File: config.mk
export PLATFORM = sky130hd
export DESIGN_NAME = ds_burst_router_flat
export DESIGN_NICKNAME = d
export VERILOG_FILES = /design/src/rtl/ds_burst_router_if.sv /design/src/rtl/ds_burst_router.sv /design/src/flat_wrapper.sv
export SDC_FILE = /design/constraint.sdc
export NUM_CORES = 1
export LEC_CHECK = 0
export CORE_AREA = 10 10 475 477
export DETAILED_ROUTE_END_ITERATION = 10
export DIE_AREA = 0 0 485 487
export SYNTH_ARGS = -nofsm -noshare
export SYNTH_HDL_FRONTEND = slang
export SYNTH_SLANG_ARGS = --single-unit
File: constraint.sdc
create_clock -name sys_clk_i -period 2.9 [get_ports sys_clk_i]
set_input_delay 0.58 -clock sys_clk_i [delete_from_list [all_inputs] [get_ports sys_clk_i]]
set_output_delay 0.58 -clock sys_clk_i [all_outputs]
set_load 0.05 [all_outputs]
File: src/rtl/ds_burst_router_if.sv
// Packet/beat bus between the frame parser, the burst router and the per-channel FIFOs.
// Latency: n/a (signal bundle only).
// Backpressure: none on beats; per-channel prog_full is consulted only at packet start.
// Signals:
//   pkt_start/des_id/pkt_len     packet header, qualified by the one-cycle pkt_start pulse
//   ds_burst_valid/ds_burst_data beat stream from the parser
//   ds_burst_wr_en/ds_burst_dout one-hot FIFO write enable and per-channel data slices
//   ds_burst_prog_full           per-channel FIFO nearly-full flags
//   pkt_done                     last beat of a forwarded packet, aligned with its wr_en
interface ds_burst_router_if #(
    parameter int DS_CHANNEL = 8,
    parameter int DATA_W     = 128,
    parameter int ID_W       = 8
);
    logic                         pkt_start;
    logic [ID_W-1:0]              des_id;
    logic [15:0]                  pkt_len;
    logic                         ds_burst_valid;
    logic [DATA_W-1:0]            ds_burst_data;
    logic [DS_CHANNEL-1:0]        ds_burst_wr_en;
    logic [DS_CHANNEL*DATA_W-1:0] ds_burst_dout;
    logic [DS_CHANNEL-1:0]        ds_burst_prog_full;
    logic                         pkt_done;

    // Parser/FIFO side: drives the packet stream and FIFO status, observes the router outputs.
    modport master (
        output pkt_start, des_id, pkt_len, ds_burst_valid, ds_burst_data, ds_burst_prog_full,
        input  ds_burst_wr_en, ds_burst_dout, pkt_done
    );

    // Router side.
    modport slave (
        input  pkt_start, des_id, pkt_len, ds_burst_valid, ds_burst_data, ds_burst_prog_full,
        output ds_burst_wr_en, ds_burst_dout, pkt_done
    );
endinterface

File: src/rtl/ds_burst_router.sv
// Routes whole packets by destination ID to one of DS_CHANNEL FIFOs; unknown/full targets are dropped whole.
// Latency: 1 cycle registered from beat valid to wr_en/dout/pkt_done.
// Backpressure: none mid-packet; prog_full is sampled at packet start and turns the packet into a drop.
// Ports:
//   sys_clk_i, rst_n_i       clock, asynchronous active-low reset
//   bus_if (slave)           packet header, beat stream, FIFO write side and prog_full
//   drop_pkt_cnt_o           saturating count of dropped packets
//   err_cnt_o                saturating count of protocol errors (stray beat, zero length, early start)
module ds_burst_router #(
    parameter int                         DS_CHANNEL = 8,
    parameter int                         DATA_W     = 128,
    parameter int                         ID_W       = 8,
    parameter logic [DS_CHANNEL*ID_W-1:0] ID_TABLE   = 64'h10_11_1C_1B_1A_19_18_17,
    parameter int                         CNT_W      = 16
) (
    input  logic             sys_clk_i,
    input  logic             rst_n_i,
    ds_burst_router_if.slave bus_if,
    output logic [CNT_W-1:0] drop_pkt_cnt_o,
    output logic [CNT_W-1:0] err_cnt_o
);

    localparam int CH_W = (DS_CHANNEL > 1) ? $clog2(DS_CHANNEL) : 1;

    typedef enum logic [1:0] {IDLE, FWD, DROP} state_t;

    state_t                       state_q;
    logic [CH_W-1:0]              ch_q;
    logic [15:0]                  rem_q;
    logic [DS_CHANNEL-1:0]        wr_en_q;
    logic [DS_CHANNEL*DATA_W-1:0] dout_q;
    logic                         done_q;
    logic [CNT_W-1:0]             drop_cnt_q;
    logic [CNT_W-1:0]             err_cnt_q;

    // ID lookup: scanning from the top down lets the lowest matching index win.
    logic            id_hit;
    logic [CH_W-1:0] id_ch;

    always_comb begin
        id_hit = 1'b0;
        id_ch  = '0;
        for (int k = DS_CHANNEL - 1; k >= 0; k--) begin
            if (bus_if.des_id == ID_TABLE[k*ID_W +: ID_W]) begin
                id_hit = 1'b1;
                id_ch  = CH_W'(k);
            end
        end
    end

    // Packet-start resolution. A start overrides whatever packet is in flight, so the beat
    // arriving in the same cycle is processed under the "effective" state computed here.
    state_t          eff_state;
    logic [CH_W-1:0] eff_ch;
    logic [15:0]     eff_rem;
    logic [1:0]      err_inc;
    logic            drop_inc;

    always_comb begin
        eff_state = state_q;
        eff_ch    = ch_q;
        eff_rem   = rem_q;
        err_inc   = 2'd0;
        drop_inc  = 1'b0;
        if (bus_if.pkt_start) begin
            if (state_q != IDLE) begin
                err_inc = err_inc + 2'd1;           // early start abandons the current packet
            end
            eff_rem = bus_if.pkt_len;
            if (bus_if.pkt_len == 16'd0) begin
                err_inc   = err_inc + 2'd1;
                eff_state = IDLE;
            end else if (!id_hit || bus_if.ds_burst_prog_full[id_ch]) begin
                drop_inc  = 1'b1;
                eff_state = DROP;
            end else begin
                eff_state = FWD;
                eff_ch    = id_ch;
            end
        end else if (bus_if.ds_burst_valid && state_q == IDLE) begin
            err_inc = 2'd1;                         // stray beat outside any packet
        end
    end

    function automatic logic [CNT_W-1:0] sat_add(input logic [CNT_W-1:0] cnt, input logic [1:0] inc);
        logic [CNT_W:0] sum;
        sum = {1'b0, cnt} + (CNT_W+1)'(inc);
        return sum[CNT_W] ? {CNT_W{1'b1}} : sum[CNT_W-1:0];
    endfunction

    always_ff @(posedge sys_clk_i or negedge rst_n_i) begin
        if (!rst_n_i) begin
            state_q    <= IDLE;
            ch_q       <= '0;
            rem_q      <= '0;
            wr_en_q    <= '0;
            dout_q     <= '0;
            done_q     <= 1'b0;
            drop_cnt_q <= '0;
            err_cnt_q  <= '0;
        end else begin
            wr_en_q    <= '0;
            dout_q     <= '0;
            done_q     <= 1'b0;
            ch_q       <= eff_ch;
            err_cnt_q  <= sat_add(err_cnt_q, err_inc);
            drop_cnt_q <= sat_add(drop_cnt_q, {1'b0, drop_inc});
            if (bus_if.ds_burst_valid && eff_state != IDLE) begin
                // DROP consumes beats exactly like FWD but never writes a FIFO.
                if (eff_state == FWD) begin
                    wr_en_q[eff_ch]                     <= 1'b1;
                    dout_q[int'(eff_ch)*DATA_W +: DATA_W] <= bus_if.ds_burst_data;
                    done_q                              <= (eff_rem == 16'd1);
                end
                state_q <= (eff_rem == 16'd1) ? IDLE : eff_state;
                rem_q   <= eff_rem - 16'd1;
            end else begin
                state_q <= eff_state;
                rem_q   <= eff_rem;
            end
        end
    end

    assign bus_if.ds_burst_wr_en = wr_en_q;
    assign bus_if.ds_burst_dout  = dout_q;
    assign bus_if.pkt_done       = done_q;
    assign drop_pkt_cnt_o        = drop_cnt_q;
    assign err_cnt_o             = err_cnt_q;

endmodule

File: src/flat_wrapper.sv
// flat-port wrapper written by rule: the top's interface ports become plain ports
module ds_burst_router_flat 
#(
    parameter int                         DS_CHANNEL = 8,
    parameter int                         DATA_W     = 128,
    parameter int                         ID_W       = 8,
    parameter logic [DS_CHANNEL*ID_W-1:0] ID_TABLE   = 64'h10_11_1C_1B_1A_19_18_17,
    parameter int                         CNT_W      = 16
)
  (sys_clk_i, rst_n_i, drop_pkt_cnt_o, err_cnt_o, bus_if_pkt_start, bus_if_des_id, bus_if_pkt_len, bus_if_ds_burst_valid, bus_if_ds_burst_data, bus_if_ds_burst_prog_full, bus_if_ds_burst_wr_en, bus_if_ds_burst_dout, bus_if_pkt_done);
  ds_burst_router_if #(.DS_CHANNEL(DS_CHANNEL), .DATA_W(DATA_W), .ID_W(ID_W)) bus_if_i ();
  input  logic sys_clk_i;
  input  logic rst_n_i;
  output logic [CNT_W-1:0] drop_pkt_cnt_o;
  output logic [CNT_W-1:0] err_cnt_o;
  input wire logic [$bits(bus_if_i.pkt_start)-1:0] bus_if_pkt_start;
  input wire logic [$bits(bus_if_i.des_id)-1:0] bus_if_des_id;
  input wire logic [$bits(bus_if_i.pkt_len)-1:0] bus_if_pkt_len;
  input wire logic [$bits(bus_if_i.ds_burst_valid)-1:0] bus_if_ds_burst_valid;
  input wire logic [$bits(bus_if_i.ds_burst_data)-1:0] bus_if_ds_burst_data;
  input wire logic [$bits(bus_if_i.ds_burst_prog_full)-1:0] bus_if_ds_burst_prog_full;
  output wire logic [$bits(bus_if_i.ds_burst_wr_en)-1:0] bus_if_ds_burst_wr_en;
  output wire logic [$bits(bus_if_i.ds_burst_dout)-1:0] bus_if_ds_burst_dout;
  output wire logic [$bits(bus_if_i.pkt_done)-1:0] bus_if_pkt_done;
  assign bus_if_i.pkt_start = bus_if_pkt_start;
  assign bus_if_i.des_id = bus_if_des_id;
  assign bus_if_i.pkt_len = bus_if_pkt_len;
  assign bus_if_i.ds_burst_valid = bus_if_ds_burst_valid;
  assign bus_if_i.ds_burst_data = bus_if_ds_burst_data;
  assign bus_if_i.ds_burst_prog_full = bus_if_ds_burst_prog_full;
  assign bus_if_ds_burst_wr_en = bus_if_i.ds_burst_wr_en;
  assign bus_if_ds_burst_dout = bus_if_i.ds_burst_dout;
  assign bus_if_pkt_done = bus_if_i.pkt_done;
  ds_burst_router #(.DS_CHANNEL(DS_CHANNEL), .DATA_W(DATA_W), .ID_W(ID_W), .ID_TABLE(ID_TABLE), .CNT_W(CNT_W)) u_core (.sys_clk_i(sys_clk_i), .rst_n_i(rst_n_i), .bus_if(bus_if_i), .drop_pkt_cnt_o(drop_pkt_cnt_o), .err_cnt_o(err_cnt_o));
endmodule
==> results.yml <==
run_status:
  outcome: "complete, but fails checks"
  violations: "negative setup slack"
route:
  totalWireLength_um: 235300
  drc_errors: 0
  vias: 29690
  ant_nets: 0
  first_pass_iters: 6
  wl_per_cell_um: 32.09
  drtIter0Drc: 2402
  vias_per_cell: 4.048
setup_path:
  critical_path_arrival_ns: 4.47
  crit_path_start_kind: "input pin"
  slowest_stage: "or4b_4"
  cpMostUsedCell: "buf_16"
  critPathKind: "input pin to flip-flop"
  end_kind: "flip-flop"
  crit_required_ns: 3.62
  crit_chain: "buf_6 > or4b_4 > or3_4 > a221o_1 > a211o_1 > nand2_4 > mux2_4 > buf_4 > ha_4 > nor4bb_4 > o21a_4 > buf_12 > buf_16 > buf_16 > and3_1"
  crit_fanout: 9
  slowest_delay_ns: 0.55
placement:
  gp_congestion: 0.8358
  dp.cells: 6967
  hpwl_um: 172800
  port_buffers: 1228
global_route:
  grt_pass1_wl_um: 303300
  grt_pass1_vias: 31490
  antenna_found_initial: 59
  grt_usage_pct: 18.97
  grt.overflow.total: 0
  grt_max_degree: 87
timing:
  max_freq_mhz: 266.8
  hold_viol: 0
  fin_crit_sh_pct: 129.3
  worst_pin_slew_ns: 0.9207
  rsz0062_at_grt: "yes"
  finalMaxSlewViolations: 0
  slew_headroom_pct: 38.43
  fin_ws_ns: -0.8487
  finalSetupViolations: 1043
  finClkSkew_ns: 0.03886
  holdWs_ns: 0.3685
  period_minus_slack_ns: 3.749
clock_network:
  cts.sinks: 1086
  clkLatencyLatePin_ns: 0.81
  cts_buffers: 130
  clkTransAtPathRegs_ns: 0.07
  htree_num_levels: 4
  clk_path_buf_depth: 3
  cts_root_buf: "clkbuf_16"
  cts_tree: "built"
hold_path:
  hold_path_class: "input pin to async pin"
logic_synthesis:
  yosys-top-cells-area: "dfrtp_1, and3_1, and2_1, nor2_1, nand2b_1"
  synth_most_common_cell: "dfrtp_1"
  synth_ff_type: "dfrtp_1"
  synth-seq-cells: 1086
  yosys_warnings: 0
  synth_top_area_share_pct: 73.83
  synth_edf_count: 0
  synth_area_um2: 36810
  synth_area_leader_cell: "dfrtp_1"
  syn_avg_cell_area_um2: 13.22
  syn-num-nets: 2961
  synth_common_cells: "dfrtp_1, and3_1, nor2_1, and2_1, clkbuf_1"
  yosys.area_share.adder_pct: 0.4623
  async_flop_share_pct: 100.0
  synthSimpleGateAreaFrac_pct: 20.87
  synth_cell_types: 58
  ys_seq_area_share_pct: 73.83
  synthXorXnorAreaFrac_pct: 0.8566
  syn_inst: 2784
  synth_top_family_by_area: "simple AND/OR/NAND/NOR gates"
  synth-compound-area-share_pct: 1.156
  synth_mux_area_share_pct: 0.4963
cells_and_area:
  utilization_pct: 28.66
  layout-drive-gt1-share_pct: 18.47
  syn_to_final_growth_pct: 68.29
  fill_cells: 21940
  instances_no_fill: 7334
  fin_nets: 4520
die:
  start_util_pct: 17.03
  core_area_um2: 216100
  die_h_um: 487
  die-area_um2: 236200
  boundaryPins: 1229
  core.rowCount: 171
  die_w_um: 485
pwr:
  p_per_area_nw_per_um2: 601.6
  p_total_mw: 37.27
  ir_drop_mv: 0.5930
  power_leakage_nw: 29.41
job:
  maxCapViolCount: 0
==> critical path, delay by kind of cell <==
family,cells,cell delay [ns]
compound gates,3,0.88
fa+ha+maj,1,0.29
buf+inv,5,0.73
mux,1,0.33
simple gates,5,1.57
==> repair_timing <==
item                        CTS  global route
hold buffers                  1             0
setup endpoints to repair  1057          1057
gates cloned                 32            15
hold endpoints to repair     52             0
buffers inserted             47            13
pin swaps                    14             9
resized for setup           133            88
==> registers in the layout, indices dropped and copies added, names as in the netlist <==
register / count
u_core.drop_pkt_cnt_o: 16
u_core.bus_if.pkt_done: 1
u_core.bus_if.ds_burst_wr_en: 8
u_core.rem_q: 16
u_core.err_cnt_o: 16
u_core.ch_q: 3
u_core.bus_if.ds_burst_dout: 1024
u_core.state_q: 2
==> cell type report <==
| cell class | count | area (µm²) | share of cell area [%] |
|---|---|---|---|
| timing repair buffer | 1634 | 17330 | 27.97 |
| inverter | 13 | 51.30 | 0.08282 |
| tap | 2854 | 3571 | 5.765 |
| clock inverter | 48 | 649.4 | 1.048 |
| sequential | 1086 | 27180 | 43.87 |
| clock buffer | 186 | 3805 | 6.143 |
| multi-input combinational | 1478 | 9274 | 14.97 |
| antenna | 35 | 87.58 | 0.1414 |
==> final timing paths <==
| kind | start | end | slack [ns] | depth (start not counted) |
|---|---|---|---|---|
| min | rst_n_i | u_core.bus_if.ds_burst_dout[623] | 0.37 | 2 |
| max | bus_if_des_id[5] | u_core.bus_if.ds_burst_dout[42] | -0.85 | 15 |
| max in group asynchronous | rst_n_i | u_core.bus_if.ds_burst_dout[402] | 1.43 | 3 |
| min in group sys_clk_i | bus_if_ds_burst_data[50] | u_core.bus_if.ds_burst_dout[178] | 0.49 | 2 |
| max reg2reg | u_core.state_q[1] | u_core.err_cnt_o[7] | -0.03 | 13 |
| min reg2reg | u_core.err_cnt_o[5] | u_core.err_cnt_o[5] | 0.56 | 2 |
==> metal layers <==
metal	GRT usage [%]	up-vias	share of wire [%]
met5	0	-	0.020
met4	6.613	6	3.7
met3	9.441	298	12
met2	29.83	1675	45
met1	22.38	15310	39
li1	-	12400	-
==> power breakdown <==
part           internal, mW  switching [mW]  leakage [nW]
sequential             15.3           0.150          15.1
combinational          1.80            2.98          12.1
clock                  9.88            7.17          2.16
total                  27.0            10.3          29.4
==> cell usage in the layout (no fill, tap or decap), drive strengths merged, types with 5 or more instances in the layout <==
cell type      instances
clkdlybuf4s50       1128
dfrtp               1086
buf                  480
and3                 397
nor2                 301
and2                 228
clkbuf               198
nand2b               137
nor3                 103
and4b                 61
nand3                 43
nand2                 38
diode                 35
clkinv                28
xnor2                 24
inv                   19
mux2i                 16
a21oi                 15
nor2b                 13
o21ai                 13
xor2                  12
ha                    12
bufbuf                 9
o21a                   9
clkinvlp               7
bufinv                 7
nand4                  5
==> logic make-up after synthesis <==
logic type	Yosys count
fa+ha+maj	13
compound gates	62
mux	18
simple gates	1349
xor+xnor	36
buf+inv	220
flops	1086
==> stage by stage <==
stage | setup slack (ns) | TNS [ns] | cell area, µm²
after floorplan | -1.298 | -1275.79 | 37290
after global placement | -2.210 | -2037.72 | 54980
after detailed placement | -2.336 | -2160.82 | 54980
after CTS | -0.7220 | -564.88 | 61310
after global routing | -0.8955 | -763.80 | 61880
final | -0.8487 | -734.19 | 61940
Note: power is estimated with default switching activity, not from simulation.
